### src/rtl/exu_lsu.sv
// Load/store unit for the execute stage: one memory operation in flight, aligned
// data-memory request, byte-lane placement, load extension, misalignment and timeout errors.
module exu_lsu #(
  parameter int XLEN    = 32,
  parameter int TIMEOUT = 255
) (
  input  logic              clk,
  input  logic              rst,
  input  logic              in_valid,
  output logic              in_ready,
  input  logic              in_load,
  input  logic              in_store,
  input  logic [1:0]        in_size,
  input  logic              in_unsigned,
  input  logic [XLEN-1:0]   in_addr,
  input  logic [XLEN-1:0]   in_wdata,
  output logic              mem_req_valid,
  input  logic              mem_req_ready,
  output logic              mem_we,
  output logic [XLEN-1:0]   mem_addr,
  output logic [XLEN-1:0]   mem_wdata,
  output logic [XLEN/8-1:0] mem_wmask,
  input  logic              mem_resp_valid,
  input  logic [XLEN-1:0]   mem_rdata,
  output logic              out_valid,
  output logic [XLEN-1:0]   out_rdata,
  output logic              out_err
);

  localparam int unsigned NB  = XLEN / 8;
  localparam int unsigned OW  = $clog2(NB);
  localparam int unsigned CW  = (TIMEOUT > 0) ? $clog2(TIMEOUT + 1) : 1;
  localparam logic [CW-1:0] TMO = CW'(TIMEOUT);

  localparam logic [1:0] S_IDLE = 2'd0;
  localparam logic [1:0] S_REQ  = 2'd1;
  localparam logic [1:0] S_WAIT = 2'd2;
  localparam logic [1:0] S_DONE = 2'd3;

  logic [1:0]    state;
  logic [OW-1:0] off_q;
  logic [1:0]    size_q;
  logic          uns_q;
  logic [CW-1:0] cnt;
  logic [CW-1:0] cnt_inc;

  logic [OW-1:0]   in_off;
  logic [OW-1:0]   align_mask;
  logic            is_mem;
  logic            acc_err;
  logic [XLEN-1:0] st_wdata;
  logic [NB-1:0]   st_wmask;

  function automatic logic [NB-1:0] lane_mask(input logic [OW-1:0] off, input logic [1:0] sz);
    int unsigned lo;
    int unsigned n;
    logic [NB-1:0] m;
    lo = 32'(off);
    n  = 32'd1 << sz;
    m  = '0;
    for (int unsigned j = 0; j < NB; j++) m[j] = (j >= lo) && (j < lo + n);
    return m;
  endfunction

  function automatic logic [XLEN-1:0] place_store(input logic [XLEN-1:0] wd,
                                                  input logic [OW-1:0] off,
                                                  input logic [1:0] sz);
    logic [XLEN-1:0] keep;
    int unsigned nbits;
    nbits = 32'd8 << sz;
    for (int unsigned i = 0; i < XLEN; i++) keep[i] = (i < nbits) ? wd[i] : 1'b0;
    return keep << {off, 3'b000};
  endfunction

  function automatic logic [XLEN-1:0] extend_load(input logic [XLEN-1:0] rd,
                                                  input logic [OW-1:0] off,
                                                  input logic [1:0] sz,
                                                  input logic uns);
    logic [XLEN-1:0] sh;
    logic [XLEN-1:0] res;
    logic sb;
    int unsigned nbits;
    sh    = rd >> {off, 3'b000};
    nbits = 32'd8 << sz;
    case (sz)
      2'd0:    sb = sh[7];
      2'd1:    sb = sh[15];
      2'd2:    sb = sh[31];
      default: sb = sh[XLEN-1];
    endcase
    sb = sb & ~uns;
    for (int unsigned i = 0; i < XLEN; i++) res[i] = (i < nbits) ? sh[i] : sb;
    return res;
  endfunction

  assign in_ready      = (state == S_IDLE);
  assign mem_req_valid = (state == S_REQ);
  assign out_valid     = (state == S_DONE);
  assign in_off        = in_addr[OW-1:0];
  assign cnt_inc       = (cnt == '1) ? cnt : cnt + CW'(1);

  always_comb begin
    align_mask = '0;
    case (in_size)
      2'd0:    align_mask = '0;
      2'd1:    align_mask = OW'(1);
      2'd2:    align_mask = OW'(3);
      default: align_mask = OW'(7);
    endcase
    is_mem   = in_load | in_store;
    // Alignment and size only matter for real memory ops; a load+store combination is always an error.
    acc_err  = (in_load && in_store) ||
               (is_mem && (((in_off & align_mask) != '0) || ((in_size == 2'd3) && (XLEN == 32))));
    st_wdata = place_store(in_wdata, in_off, in_size);
    st_wmask = lane_mask(in_off, in_size);
  end

  always_ff @(posedge clk) begin
    if (rst) begin
      state     <= S_IDLE;
      off_q     <= '0;
      size_q    <= '0;
      uns_q     <= 1'b0;
      cnt       <= '0;
      mem_we    <= 1'b0;
      mem_addr  <= '0;
      mem_wdata <= '0;
      mem_wmask <= '0;
      out_rdata <= '0;
      out_err   <= 1'b0;
    end else begin
      case (state)
        S_IDLE: begin
          if (in_valid) begin
            off_q     <= in_off;
            size_q    <= in_size;
            uns_q     <= in_unsigned;
            out_rdata <= '0;
            out_err   <= acc_err;
            if (acc_err || !is_mem) begin
              state <= S_DONE;
            end else begin
              mem_addr  <= {in_addr[XLEN-1:OW], {OW{1'b0}}};
              mem_we    <= in_store;
              mem_wdata <= in_store ? st_wdata : '0;
              mem_wmask <= in_store ? st_wmask : '1;
              state     <= S_REQ;
            end
          end
        end
        S_REQ: begin
          if (mem_req_ready) begin
            cnt   <= '0;
            state <= mem_we ? S_DONE : S_WAIT;
          end
        end
        S_WAIT: begin
          // A response coinciding with the timeout threshold takes priority.
          if (mem_resp_valid) begin
            out_rdata <= extend_load(mem_rdata, off_q, size_q, uns_q);
            out_err   <= 1'b0;
            state     <= S_DONE;
          end else if ((TIMEOUT != 0) && (cnt_inc == TMO)) begin
            out_rdata <= '0;
            out_err   <= 1'b1;
            state     <= S_DONE;
          end else begin
            cnt <= cnt_inc;
          end
        end
        default: state <= S_IDLE;
      endcase
    end
  end

endmodule

### config.mk
export PLATFORM = sky130hd
export DESIGN_NAME = exu_lsu
export DESIGN_NICKNAME = d
export VERILOG_FILES = /design/src/rtl/exu_lsu.sv
export SDC_FILE = /design/constraint.sdc
export NUM_CORES = 1
export LEC_CHECK = 0
export CAP_MARGIN = 25
export CORE_ASPECT_RATIO = 1.25
export CORE_MARGIN = 2
export CORE_UTILIZATION = 39
export DETAILED_ROUTE_END_ITERATION = 10
export GPL_TIMING_DRIVEN = 0
export PLACE_DENSITY_LB_ADDON = 0.1
export SYNTH_ARGS = -nofsm -noshare
export SYNTH_HDL_FRONTEND = slang
export SYNTH_SLANG_ARGS = --single-unit
### constraint.sdc
create_clock -name clk -period 2.75 [get_ports clk]
set_clock_uncertainty 0.2 [all_clocks]
set_input_delay 0.55 -clock clk [delete_from_list [all_inputs] [get_ports clk]]
set_output_delay 0.55 -clock clk [all_outputs]
set_load 0.02 [all_outputs]
==> results of run 1 <==
worst max-delay path, cell delays in order:
cell	delay [ns]
clkdlybuf4s50_1	0.58
buf_6	0.18
inv_1	0.11
fa_1	0.47
nor4b_2	0.25
a22o_1	0.23
o21ai_0	0.11
o21ai_0	0.09
a311oi_1	0.11
where the power goes:
group          internal [mW]  switching (mW)  total, mW
registers               1.79          0.0721       1.86
clock network           1.43           0.833       2.26
logic                  0.808            1.13       1.93
total                   4.02            2.03       6.05
cells by family (layout without fill, tap and decap cells):
logic type / Yosys count / in the layout / synth area share
adders and majority gates: 8 / 8 / 0.0184
xor gates and xnor gates: 2 / 2 / 0.00300
and+or+nand+nor: 255 / 255 / 0.198
AOI/OAI and AO/OA: 216 / 216 / 0.235
muxes: 51 / 51 / 0.0914
other: 1 / 2 / 0.000643
buffers and inverters: 83 / 325 / 0.0585
DFF: 115 / 115 / 0.395
per-stage QoR:
stage / utilization / worst slack [ns] / area (um2)
3_5_place_dp: 0.548 / -0.575 / 8130
3_3_place_gp: 0.548 / -0.568 / 8130
5_1_grt: 0.594 / -0.00309 / 8810
6_report: 0.594 / 0.128 / 8810
2_1_floorplan: - / 0.304 / 5840
4_1_cts: 0.592 / 0.00385 / 8770
cell type report:
| class | count | area [um2] |
|---|---|---|
| buffer | 62 | 285 |
| clock buffer | 17 | 425 |
| clock inverter | 14 | 181 |
| fill | 1381 | 6020 |
| inverter | 21 | 78.8 |
| multi-input combinational | 534 | 3210 |
| sequential | 115 | 2300 |
| tap | 182 | 228 |
| timing repair buffer | 211 | 2100 |
sequential cells by signal (all words and copies together), names as in the netlist:
name / flops
out_rdata: 32
mem_wdata: 32
mem_we: 1
mem_addr: 30
uns_q: 1
off_q: 2
state: 2
mem_wmask: 4
out_err: 1
cnt: 8
size_q: 2
placed cells by master, fill, tap and decap left out, types with 3 or more instances in the layout:
master             n
clkdlybuf4s50_1  204
nand2_1          146
dfxtp_1          115
a21oi_1           85
nand3_1           43
mux2i_1           42
o21ai_0           41
clkbuf_1          39
nand2b_1          29
inv_1             21
clkbuf_16         17
o32ai_1           16
nor2_1            13
buf_4              9
o22ai_1            9
o211ai_1           9
a21boi_0           9
o2bb2ai_1          8
a22oi_1            8
mux2_2             7
clkbuf_2           6
buf_1              6
ha_1               6
and2_1             5
nor3_1             5
clkinv_4           5
o21a_1             4
a31oi_1            4
clkinvlp_4         4
buf_6              3
buf_2              3
nor2b_1            3
a2111oi_0          3
a311oi_1           3
bufinv_16          3
worst max-delay path by stage:
stage	start	cells after the start	to	slack, ns
after CTS	cnt[0]	7	out_rdata[15]	0.004
final	in_addr[1]	9	mem_wmask[2]	0.13
after global routing	cnt[0]	8	out_rdata[15]	-0.003
after detailed placement	in_size[0]	9	mem_wmask[2]	-0.58
after global placement	in_addr[1]	9	mem_wmask[2]	-0.57
after floorplan	cnt[0]	7	out_rdata[15]	0.30
per-layer routing:
| layer | up-vias | GRT usage | share of wire |
|---|---|---|---|
| li1 | 3048 | - | - |
| met1 | 2840 | 0.300 | 0.42 |
| met2 | 298 | 0.408 | 0.48 |
| met3 | 50 | 0.0610 | 0.070 |
| met4 | 0 | 0.110 | 0.037 |
| met5 | - | 0 | 0 |
what timing repair did:
action,CTS,global route
cloned,0,0
buffers inserted,3,2
resized for setup,11,14
hold buffers,0,0
endpoints found under the setup margin,77,87
pin swaps,3,2
==> metrics, run 1 <==
CP arrival=2.68 ns; Synth Instances=731; Power Density=687 mW/mm2; r2r endpoint=out_rdata[29]; H-tree depth=4; number of global-route vias before repair=approximately 6000; WS Path Type=input port to flop; top area cells in the synthesized netlist=dfxtp_1, nand2_1, a21oi_1; clk slew on worst S/H paths=0.06 ns; gr usage total=0.246; total power=approximately 6.1 mW; global route total overflow=0; # diodes=0; P_leak=3.02 nW; post-synthesis sequential area ratio=0.395; Final Setup Violations=0; initial antenna violation count=0; Max Fanout on Critical Path=10; Yosys Warn Count=0; CTS Root Cell=clkbuf_16; 1st-iter DRT viols=290; cell count of the worst reg-to-reg path=7; worst reg2reg startpoint=off_q[1]; clock sinks=115; GPL Wtd Cong=0.911; top-count cell post-synth=nand2_1; status=finished clean; layout cells sized above 1=0.0729; most area-hungry cell type in the Yosys netlist=dfxtp_1; crit path launch type=input port; drt drc=0; Worst IR Drop VDD=0.431 mV; CTS tree=built; IO Port Bufs=206; Worst Hold Path Cells=2; Hold Path Sink=mem_wdata[10]; Die X=around 110 um; commonest cells in the netlist=nand2_1, dfxtp_1, a21oi_1; hold_sp=mem_wdata[10]; Row Count=50; via count=6236; number of detailed-route iterations in the first pass=5; slew margin rel.=0.542; IO Pins=211; mean area per synthesized cell=approximately 8 um2; CTS buffer count=17; DR vias/cell=5.39; Clock Path Buffers=2; Synth Cell Area=0.00583 mm2; Routed Wire Length=about 20 mm; Most used DFF post-synth=dfxtp_1; largest net degree at the start of global routing=17; Final Non-Filler Cells=1156; Worst-Skew Late Latency=0.41 ns; Worst Hold Class=flop to flop; final hold slack=0.251 ns; first-pass GRT wire length=around 31 mm; CP required=2.81 ns; Initial Utilization=0.394; Seq cells post-synth=115; fin nets=1076; number of synthesized flops with an enable pin=0; Max Cap Viol=0; Worst Setup End Kind=flop; Tcrit/Tclk final=0.953; Reg2Reg Setup Slack=approximately 0.19 ns; worst slew pin tran=0.687 ns; Yosys top cell area share=0.395; Peak Freq=381 MHz; setup tns final=0 ns; Synth cell types=59; hpwl dp=between 10 and 15 mm; Max Slew Vio Count=0; DP Cell Count=approximately 1100; DRT antenna net count=0; DIE HEIGHT=141 um; Hold Vio Cnt, Final=0; Final Critical Period=2.62 ns; Area Overhead vs Synth=51.0%; ys async rst share=0; Core Box Area=0.0148 mm2; wire per inst=17.2 um; die footprint=0.0160 mm2
No activity file was read; power rests on OpenSTA's default activity.
==> run 2, diff against run 1 <==
Settings changed: DONT_BUFFER_PORTS set to 1.
==> run 2 against run 1 <==
  * Critical path depth shrank 1
  * Highest routed layer unchanged
  * Sequential share of layout area grew 7.9 points
  * Non-clock buffer count shrank 206
  * Flip-flop and latch count is the same
  * Critical endpoint is now out_rdata[15]
  * Largest power group unchanged
  * First-iteration DRC count grew 3.1%
  * Cell count shrank 18%
  * Critical path type is now flop to flop
  * Cell area shrank 23%
==> metrics, run 2 (synthesis gave the netlist of run 1 again) <==
pre-CTS setup slack=-0.498 ns (was -0.575 ns); CTS tree=built (unchanged); Largest regs=mem_wdata x32, out_rdata x32, mem_addr x30 (unchanged); drt drc=0 (unchanged); CP required=2.90 ns (was 2.81 ns); Routed Wire Length=19.6 mm (was 19.9 mm); H-tree depth=4 (unchanged); worst slew pin tran=0.689 ns (was 0.687 ns); initial antenna violation count=0 (unchanged); PnR worst setup slack=0.161 ns (was 0.128 ns); Clock Power Share=0.400 (was 0.374); CP arrival=2.74 ns (was 2.68 ns); IO Pins=211 (unchanged); clk slew on worst S/H paths=0.06 ns (about the same); Max Fanout on Critical Path=10 (unchanged); Comb power frac=0.257 (was 0.319); RSZ-0062 raised after global routing=false; P_leak=2.27 nW (was 3.02 nW); GPL Wtd Cong=0.880 (was 0.911); CP Cell Sequence=ha_1 > nand4b_1 > o22a_1 > a2111oi_4 > buf_4 > o21a_2 > buf_6 > mux2i_1 (was clkdlybuf4s50_1 > buf_6 > inv_1 > fa_1 > nor4b_2 > a22o_1 > o21ai_0 > o21ai_0 > a311oi_1); CTS Hold Bufs=0 (unchanged); Worst IR Drop VDD=0.380 mV (was 0.431 mV); Final Util=0.457 (was 0.594); CTS Root Cell=clkbuf_16 (unchanged); Die X=113 um (unchanged); Internal=3.77 mW (was 4.02 mW); Hold Vio Cnt, Final=0 (unchanged); Sw Ratio=0.346 (was 0.335); largest net degree at the start of global routing=17 (unchanged); global route total overflow=0 (unchanged); Worst Setup End Kind=flop (unchanged); Final Critical Period=2.59 ns (was 2.62 ns); Core Box Area=0.0148 mm2 (unchanged); commonest non-fill, non-tap cell in the layout=nand2_1 (was clkdlybuf4s50_1); hpwl dp=14.7 mm (was 14.8 mm); CTS buffer count=17 (unchanged); Initial Utilization=0.394 (unchanged); Final Setup Violations=0 (unchanged); DIE HEIGHT=141 um (unchanged); sequential share of power=0.343 (was 0.307); Final Non-Filler Cells=952 (was 1156); Peak Freq=386 MHz (was 381 MHz); DP Cell Count=914 (was 1120); final hold slack=0.0610 ns (was 0.251 ns); total power=5.76 mW (was 6.05 mW); die footprint=0.0160 mm2 (unchanged); status=finished clean (unchanged); fin nets=871 (was 1076); WS Path Type=flop to flop (was input port to flop); slew margin rel.=0.539 (was 0.542); via count=5516 (was 6236); Row Count=50 (unchanged); Max Cap Viol=0 (unchanged); Power Density=851 mW/mm2 (was 687 mW/mm2); Clock Path Buffers=2 (unchanged); wire per inst=20.6 um (was 17.2 um); crit path launch type=flop (was input port); 1st-iter DRT viols=299 (was 290); DR vias/cell=5.79 (was 5.39); number of detailed-route iterations in the first pass=5 (unchanged); Max Slew Vio Count=0 (unchanged); clock sinks=115 (unchanged); Psw=1.99 mW (was 2.03 mW); Area Overhead vs Synth=16.0% (was 51.0%); CP max stage cell=dfxtp_1 (was clkdlybuf4s50_1); DRT antenna net count=0 (unchanged); Worst Hold Class=input port to flop (was flop to flop); gr usage total=0.244 (was 0.246); number of global-route vias before repair=5654 (was 5986); slowest stage delay, CP=0.44 ns (was 0.58 ns); Tcrit/Tclk final=0.941 (was 0.953); IO Port Bufs=0 (was 206); first-pass GRT wire length=30.4 mm (was 30.9 mm); commonest cells after routing, fill and taps aside=nand2_1, dfxtp_1, a21oi_1, nand3_1, mux2i_1 (was clkdlybuf4s50_1, nand2_1, dfxtp_1, a21oi_1, nand3_1); layout cells sized above 1=0.0935 (was 0.0729); # diodes=0 (unchanged); Worst-Skew Late Latency=0.42 ns (was 0.41 ns)
==> run 2: final timing paths <==
path / from / end / slack (ns) / cells after the start
worst min register to register: uns_q / uns_q / 0.26 / 2
worst min-delay path: in_addr[18] / mem_addr[18] / 0.06 / 2
worst max register to register: cnt[0] / out_rdata[15] / 0.16 / 8
worst max-delay path: cnt[0] / out_rdata[15] / 0.16 / 8
==> run 2: stage by stage <==
| stage | area [um2] | TNS (ns) |
|---|---|---|
| 3_3_place_gp | 6070 | -13.41 |
| 6_report | 6770 | 0 |
| 2_1_floorplan | 5840 | 0 |
| 3_5_place_dp | 6070 | -19.53 |
| 5_1_grt | 6770 | 0 |
| 4_1_cts | 6700 | 0 |
==> run 2: cell type report <==
cell class | count | area (um2)
Sequential cell | 115 | 2300
Fill cell | 1518 | 8060
Clock buffer | 18 | 439
Buffer | 62 | 275
Tap cell | 182 | 228
Multi-Input combinational cell | 535 | 3230
Timing Repair Buffer | 5 | 37.5
Clock inverter | 14 | 180
Inverter | 21 | 78.8
==> run 2: power groups by stage <==
stage / Combinational, mW / Sequential (mW) / Clock, mW
after floorplan: 1.09 / 1.98 / 0
after global placement: 1.40 / 2.01 / 0
after detailed placement: 1.43 / 2.02 / 0
after CTS: 1.44 / 1.98 / 2.35
after global routing: 1.61 / 1.99 / 2.41
final: 1.48 / 1.98 / 2.31
==> run 2: routing by layer <==
layer	vias up	part of all wire	global-route usage
li1	2638	-	-
met1	2580	0.38	0.275
met2	254	0.49	0.411
met3	44	0.093	0.0886
met4	0	0.035	0.113
met5	-	0	0
==> run 2: worst max-delay path: cells and delay by family (launching register included) <==
family / cells / cell delay, ns
AND/OR/NAND/NOR: 1 / 0.13
multiplexers: 1 / 0.17
adder cells (fa/ha/maj): 1 / 0.32
buffers and inverters: 2 / 0.38
flip-flops: 1 / 0.44
AO/OA/AOI/OAI: 3 / 0.87
==> run 2: repair_timing <==
action                     in CTS  in global routing
cloned                          0                  1
pin swaps                       2                  2
setup endpoints to repair      72                 86
buffers inserted                0                  5
gates resized for setup         8                  7
